### config.mk
export PLATFORM = sky130hd
export DESIGN_NAME = id_ex_stage
export DESIGN_NICKNAME = d
export VERILOG_FILES = /design/src/rtl/id_ex_stage.sv
export SDC_FILE = /design/constraint.sdc
export NUM_CORES = 1
export LEC_CHECK = 0
export ABC_AREA = 1
export BUFFER_PORTS_ARGS = -buffer_cell sky130_fd_sc_hd__buf_2
export CAP_MARGIN = 20
export CORE_MARGIN = 10
export CORE_UTILIZATION = 43
export DETAILED_ROUTE_END_ITERATION = 10
export HOLD_SLACK_MARGIN = 0.06
export PLACE_DENSITY = 0.73
export SLEW_MARGIN = 5
export SYNTH_ARGS = -nofsm -noshare
export SYNTH_HDL_FRONTEND = slang
export SYNTH_SLANG_ARGS = --single-unit
### constraint.sdc
create_clock -name clk -period 1.5 [get_ports clk]
set_input_delay 0.225 -clock clk [delete_from_list [all_inputs] [get_ports clk]]
set_output_delay 0.225 -clock clk [all_outputs]
set_load 0.02 [all_outputs]
### src/rtl/id_ex_stage.sv
// ID/EX pipeline register with load-use hazard detection, flush/freeze control and
// a WB-to-ID register-file write-through bypass.
module id_ex_stage #(
  parameter int unsigned XLEN   = 32,
  parameter int unsigned CTRL_W = 8,
  parameter int unsigned CNT_W  = 16
) (
  input  logic              clk,
  input  logic              rst,
  input  logic              id_valid,
  input  logic [XLEN-1:0]   id_pc,
  input  logic [XLEN-1:0]   id_rs1_data,
  input  logic [XLEN-1:0]   id_rs2_data,
  input  logic [XLEN-1:0]   id_imm,
  input  logic [4:0]        id_rs1,
  input  logic [4:0]        id_rs2,
  input  logic [4:0]        id_rd,
  input  logic              id_uses_rs1,
  input  logic              id_uses_rs2,
  input  logic              id_reg_write,
  input  logic              id_mem_read,
  input  logic              id_mem_write,
  input  logic [CTRL_W-1:0] id_ctrl,
  input  logic              wb_reg_write,
  input  logic [4:0]        wb_rd,
  input  logic [XLEN-1:0]   wb_data,
  input  logic              flush,
  input  logic              mem_stall,
  output logic              ex_valid,
  output logic [XLEN-1:0]   ex_pc,
  output logic [XLEN-1:0]   ex_rs1_data,
  output logic [XLEN-1:0]   ex_rs2_data,
  output logic [XLEN-1:0]   ex_imm,
  output logic [4:0]        ex_rs1,
  output logic [4:0]        ex_rs2,
  output logic [4:0]        ex_rd,
  output logic              ex_reg_write,
  output logic              ex_mem_read,
  output logic              ex_mem_write,
  output logic [CTRL_W-1:0] ex_ctrl,
  output logic              pc_write_en,
  output logic              if_id_write_en,
  output logic              load_use_stall,
  output logic [CNT_W-1:0]  stall_count
);

  typedef struct packed {
    logic              valid;
    logic [XLEN-1:0]   pc;
    logic [XLEN-1:0]   rs1_data;
    logic [XLEN-1:0]   rs2_data;
    logic [XLEN-1:0]   imm;
    logic [4:0]        rs1;
    logic [4:0]        rs2;
    logic [4:0]        rd;
    logic              reg_write;
    logic              mem_read;
    logic              mem_write;
    logic [CTRL_W-1:0] ctrl;
  } ex_regs_t;

  ex_regs_t         ex_q, ex_d;
  logic [CNT_W-1:0] stall_q, stall_d;

  logic             rs1_match, rs2_match, hazard;
  logic             bypass_rs1, bypass_rs2;

  // A load in EX whose destination the ID instruction actually reads.
  always_comb begin
    rs1_match = id_uses_rs1 && (id_rs1 == ex_q.rd);
    rs2_match = id_uses_rs2 && (id_rs2 == ex_q.rd);
    hazard    = ex_q.valid && ex_q.mem_read && (ex_q.rd != 5'd0) && id_valid &&
                (rs1_match || rs2_match);
  end

  always_comb begin
    load_use_stall = hazard && !flush && !mem_stall;
    pc_write_en    = !mem_stall && !load_use_stall;
    if_id_write_en = !mem_stall && !load_use_stall;
  end

  // WB writes the register file in the same cycle ID reads it; x0 is never bypassed.
  always_comb begin
    bypass_rs1 = wb_reg_write && (wb_rd != 5'd0) && (wb_rd == id_rs1);
    bypass_rs2 = wb_reg_write && (wb_rd != 5'd0) && (wb_rd == id_rs2);
  end

  // mem_stall outranks flush so a branch sitting in EX is never killed.
  always_comb begin
    ex_d = ex_q;
    if (!mem_stall) begin
      if (flush || load_use_stall) begin
        ex_d = '0;
      end else begin
        ex_d.valid     = id_valid;
        ex_d.pc        = id_pc;
        ex_d.rs1_data  = bypass_rs1 ? wb_data : id_rs1_data;
        ex_d.rs2_data  = bypass_rs2 ? wb_data : id_rs2_data;
        ex_d.imm       = id_imm;
        ex_d.rs1       = id_rs1;
        ex_d.rs2       = id_rs2;
        ex_d.rd        = id_rd;
        ex_d.reg_write = id_reg_write;
        ex_d.mem_read  = id_mem_read;
        ex_d.mem_write = id_mem_write;
        ex_d.ctrl      = id_ctrl;
      end
    end
  end

  always_comb begin
    stall_d = stall_q;
    if (load_use_stall && (stall_q != '1)) begin
      stall_d = stall_q + CNT_W'(1);
    end
  end

  always_ff @(posedge clk) begin
    if (rst) begin
      ex_q    <= '0;
      stall_q <= '0;
    end else begin
      ex_q    <= ex_d;
      stall_q <= stall_d;
    end
  end

  always_comb begin
    ex_valid     = ex_q.valid;
    ex_pc        = ex_q.pc;
    ex_rs1_data  = ex_q.rs1_data;
    ex_rs2_data  = ex_q.rs2_data;
    ex_imm       = ex_q.imm;
    ex_rs1       = ex_q.rs1;
    ex_rs2       = ex_q.rs2;
    ex_rd        = ex_q.rd;
    ex_reg_write = ex_q.reg_write;
    ex_mem_read  = ex_q.mem_read;
    ex_mem_write = ex_q.mem_write;
    ex_ctrl      = ex_q.ctrl;
    stall_count  = stall_q;
  end

endmodule
Word level (Yosys, flattened, before mapping)
Index checks and enable logic that the tools add are counted.
{"block": "totals", "reg_bits": 171, "word_cells": 42}
{"block": "classes", "add_sub_neg": 1, "eq_ne": 5, "n_mux": 3, "n_reduce_logical": 20}
{"cell": "$mux 155", "n": 1}
{"cell": "$mux 32", "n": 2}
{"cell": "$eq 5x5->1", "n": 4}
{"cell": "$add 16x1->16 const B", "n": 1}
{"cell": "$ne 16x16->1 const B", "n": 1}
{"cell": "$logic_and 1x1->1", "n": 13}
{"cell": "$reduce_bool 5->1", "n": 2}
{"cell": "$logic_not 1->1", "n": 3}
{"cell": "$logic_or 1x1->1", "n": 2}

Longest topological paths before layout
{"block": "logic_depth", "word_depth": 8, "mapped_depth": 12}

Worst setup path after synthesis
OpenSTA, ideal clock, no wires.
{"block": "synth_timing", "path_kind": "register to output", "startpoint": "reg ex_q (netlist bit ex_rd[3])", "endpoint": "out pc_write_en", "arrival_ns": 1.450, "required_time_ns": 1.275, "path_slack_ns": -0.175, "stages_incl_launch_ff": 9, "n_path_buf": 2, "path_cell_list": "dfxtp_1 -> inv_1 -> nor2_1 -> nor2_1 -> nand3_2 -> nand2_4 -> a21oi_4 -> buf_2 -> buf_4"}
{"block": "synth_between", "elab_chain_len": 8, "word_cells_on_any_way": 13, "cone_classes": "2 x eq/ne; 11 x reduce/logical"}
{"element": "start: declaration", "line_no": "62", "text": "ex_regs_t ex_q, ex_d;"}
{"element": "start signal: assignment", "line_no": "120", "text": "ex_q <= '0;"}
{"element": "start signal: assignment", "line_no": "123", "text": "ex_q <= ex_d;"}
{"element": "$eq 5x5->1, or another cell as far along", "line_no": "70", "text": "rs1_match = id_uses_rs1 && (id_rs1 == ex_q.rd);"}
{"element": "$logic_and 1x1->1, on equally long branches", "line_no": "70, 71, 72"}
{"element": "$logic_or 1x1->1 or $logic_and 1x1->1 (tied branches)", "line_no": "73, 72"}
{"element": "$logic_and 1x1->1 *", "line_no": "72", "text": "hazard = ex_q.valid && ex_q.mem_read && (ex_q.rd != 5'd0) && id_valid &&"}
{"element": "$logic_and 1x1->1 * (2 in series)", "line_no": "77", "text": "load_use_stall = hazard && !flush && !mem_stall;"}
{"element": "$logic_not 1->1 *"}
{"element": "$logic_and 1x1->1 *"}
{"element": "end: declaration", "line_no": "41", "text": "output logic pc_write_en,"}
Mark *: on every way between the ends. The rest lies on a longest branch, timed or not.

Final worst setup path
{"block": "layout_timing", "startpoint": "reg ex_q (netlist bit ex_rd[4])", "endpoint": "out pc_write_en"}
{"block": "layout_between", "elab_chain_len": 8, "word_cells_on_any_way": 13, "cone_classes": "2 x eq/ne; 11 x reduce/logical"}
{"element": "$eq 5x5->1, or another cell as far along", "line_no": "70"}
{"element": "$logic_and 1x1->1, on equally long branches", "line_no": "70, 71, 72"}
{"element": "$logic_or 1x1->1 or $logic_and 1x1->1 (tied branches)", "line_no": "73, 72"}
{"element": "$logic_and 1x1->1 *", "line_no": "72"}
{"element": "$logic_and 1x1->1 * (2 in series)", "line_no": "77"}
{"element": "$logic_not 1->1 *", "line_no": "78", "text": "pc_write_en = !mem_stall && !load_use_stall;"}
{"element": "$logic_and 1x1->1 *", "line_no": "78"}
Marked as above.

==> qor.yml <==
hold_class: "input pin to register"
area_growth_pct: 56.1
cts_root_buf: "clkbuf_16"
final_cells: 1859
crit_end: "pc_write_en"
slew_violations: 0
violations: "negative setup slack"
first_iter_violations: 857
path_common_cell: "buf_6"
synth_top_area_frac: 0.407
rsz0062_at_grt: "yes"
die_y_um: 160
mappedNetlistNets: 1276
clock_sinks: 171
cts_max_level: 4
path_class: "register to output pin"
cts_max_path_buffers: 2
leakagePower_nw: 6.11
relSlewSlack: 0.548
yosysUniqueCellTypes: 31
setup_viol: 170
arrival_ns: 1.66
reg2reg_to: "ex_imm[27]"
cp_cell_sequence: "nor2_1 -> nand4_1 -> nand3_1 -> inv_2 -> a21oi_4 -> buf_6 -> buf_6"
vias: 9453
layout_min_cycle_time_ns: 1.88
r2r_cells: 10
clk_pin_slew_worst_paths_ns: 0.07
critPathLaunchType: "register"
synth_area_mm2: 0.00841
crit_path_top_delay_cell: "dfxtp_4"
synthTopCellsByCount: "nand2_1, dfxtp_1, o21ai_0"
rows: 51
gp_congestion: 0.936
r2r_start: "ex_rd[4]"
fin_worst_skew_ns: 0.0135
synth_edf_count: 0
max_cap_violations: 0
first_pass_iters: 6
ys_ff_latch: 171
dp_cells: 1718
routed_wl_um: 34200
ir_drop_mv: 0.737
path_buf_inv: 3
io_buffers: 372
yosysTopAreaCell: "dfxtp_1"
viasPerCell: 5.08
tightest_slew_ns: 0.678
tns_ns: -31.43
cts_made_buffers: 17
drcViolationCount: 0
ant_nets: 0
hpwl_um: 22300
worst-path-stages: 7
post_route_cells_drive_above_1_share: 0.463
initial_core_util: 0.435
ys_top_cells_by_area: "dfxtp_1, nand2_1, nand3_2"
postPlaceCellArea_mm2: 0.0110
startpoint: "ex_rd[4]"
yosys.cell_count.top_type: "nand2_1"
rrSetupSlack_ns: -0.32
crit_fanout: 5
postSynth.asyncResetShare: 0
die_width_um: 160
grt_remaining_overflow: 0
cp-end-kind: "output pin"
antenna_found_initial: 7
setup_slack_ns: -0.382
power_density_mw_per_mm2: 872
synth_ff_type: "dfxtp_1"
io_pins: 373
max_freq_ghz: 0.531
grt_pass1_vias: 9329
gr-usage-all-layers: 0.248
ys_seq_area_frac: 0.407
cts_tree: "yes"
period_share: 1.25
fin_util: 0.679
clk_latency_ns: 0.43
grt_pass1_wl_um: 51400
final_area_mm2: 0.0131
grt_max_degree: 120
die_area_mm2: 0.0255
wl_per_cell_um: 18.4
fin_nets: 1776
hold_ws_ns: 0.0690
synth.avg_cell_area_um2: 7.81
critical-path-top-delay-family: "flip-flops"
postSynthCellCount: 1076
status: "finished with violations"
yosys_warnings: 0
core_mm2: 0.0193
finalHoldViolations: 0
cp_slowest_stage_delay_ns: 0.36
worstPathRequired_ns: 1.27
-- cells in the final DEF, fill, tap and decap left out, drive strengths merged --
master,instances
buf,479
nand2,281
dfxtp,171
a21oi,167
o21ai,133
nand3,107
dlygate4sd3,77
inv,75
nor2,47
clkbuf,19
xor2,6
nand4,6
diode,5
bufbuf,5
xnor2,4
clkinv,4
clkinvlp,3
o21bai,2
nor4,1
nor3,1
ha,1
-- area by class of cell --
type / count / area [um2]
clock inverter: 14 / 130
sequential: 171 / 3450
tap: 265 / 332
clock buffer: 18 / 429
antenna: 5 / 12.5
inverter: 67 / 265
multi-input combinational: 756 / 4390
timing repair buffer: 562 / 4120
timing repair inverter: 1 / 6.26
fill: 1473 / 6210
-- what timing repair did --
item | 4_1_cts | 5_1_grt
setup buffers | 9 | 8
endpoints found under the hold margin | 77 | 0
endpoints found under the setup margin | 160 | 174
gates cloned | 11 | 1
resized for setup | 48 | 35
pin swaps | 9 | 10
hold buffers | 77 | 0
-- stage by stage --
stage	total power, W	setup WS, ns
finish	0.0114	-0.382
detailed placement	0.00684	-0.183
global placement	0.00682	-0.169
floorplan	0.00603	-0.00401
global route	0.0119	-0.479
CTS	0.0114	-0.394
-- where the power goes --
part           internal [W]  switching [W]
combinational       0.00103        0.00129
clock               0.00219        0.00208
sequential          0.00473       0.000110
total               0.00796        0.00348
-- worst min-delay path by stage --
| stage | slack, ns | endpoint | startpoint | cells after the start |
|---|---|---|---|---|
| after floorplan | 0.36 | ex_rd[0] | id_rd[0] | 2 |
| after global placement | 0.44 | ex_pc[18] | ex_pc[18] | 2 |
| after detailed placement | 0.45 | ex_pc[18] | ex_pc[18] | 2 |
| after CTS | 0.06 | ex_imm[14] | id_imm[14] | 3 |
| after global routing | 0.06 | ex_pc[13] | id_pc[13] | 3 |
| final | 0.07 | ex_pc[13] | id_pc[13] | 3 |
-- cells by family (layout without fill, tap and decap cells) --
group	Yosys count	after routing	share of synthesized area
AOI/OAI and AO/OA	302	302	0.217
adders and majority gates	1	1	0.00149
and+or+nand+nor	443	443	0.269
xor gates and xnor gates	10	10	0.0104
DFF	171	171	0.407
buffers and inverters	149	662	0.0940
other	0	5	0
-- state kept, by name, indices dropped and copies added, names as in the netlist --
signal	cells
ex_reg_write	1
ex_pc	32
ex_valid	1
ex_rs2	5
ex_mem_read	1
ex_rs1_data	32
stall_count	16
ex_imm	32
ex_rd	5
ex_rs2_data	32
ex_ctrl	8
ex_mem_write	1
ex_rs1	5
-- layer usage --
metal  share of wire  vias to the layer above  GRT usage
met3           0.068                      117     0.0676
li1                -                     4558          -
met2            0.49                      471      0.409
met1            0.39                     4303      0.284
met4           0.052                        4      0.143
met5         0.00079                        -          0
-- worst reg2reg max path, cell delays in order, from the launching register on --
cell	delay, ns
dfxtp_4	0.36
nor2_1	0.10
nand4_1	0.11
nand3_1	0.12
inv_2	0.08
a21oi_4	0.19
buf_6	0.17
buf_8	0.13
bufbuf_16	0.25
nand3_2	0.08
a21oi_2	0.17
Note: power is estimated with default switching activity, not from simulation.
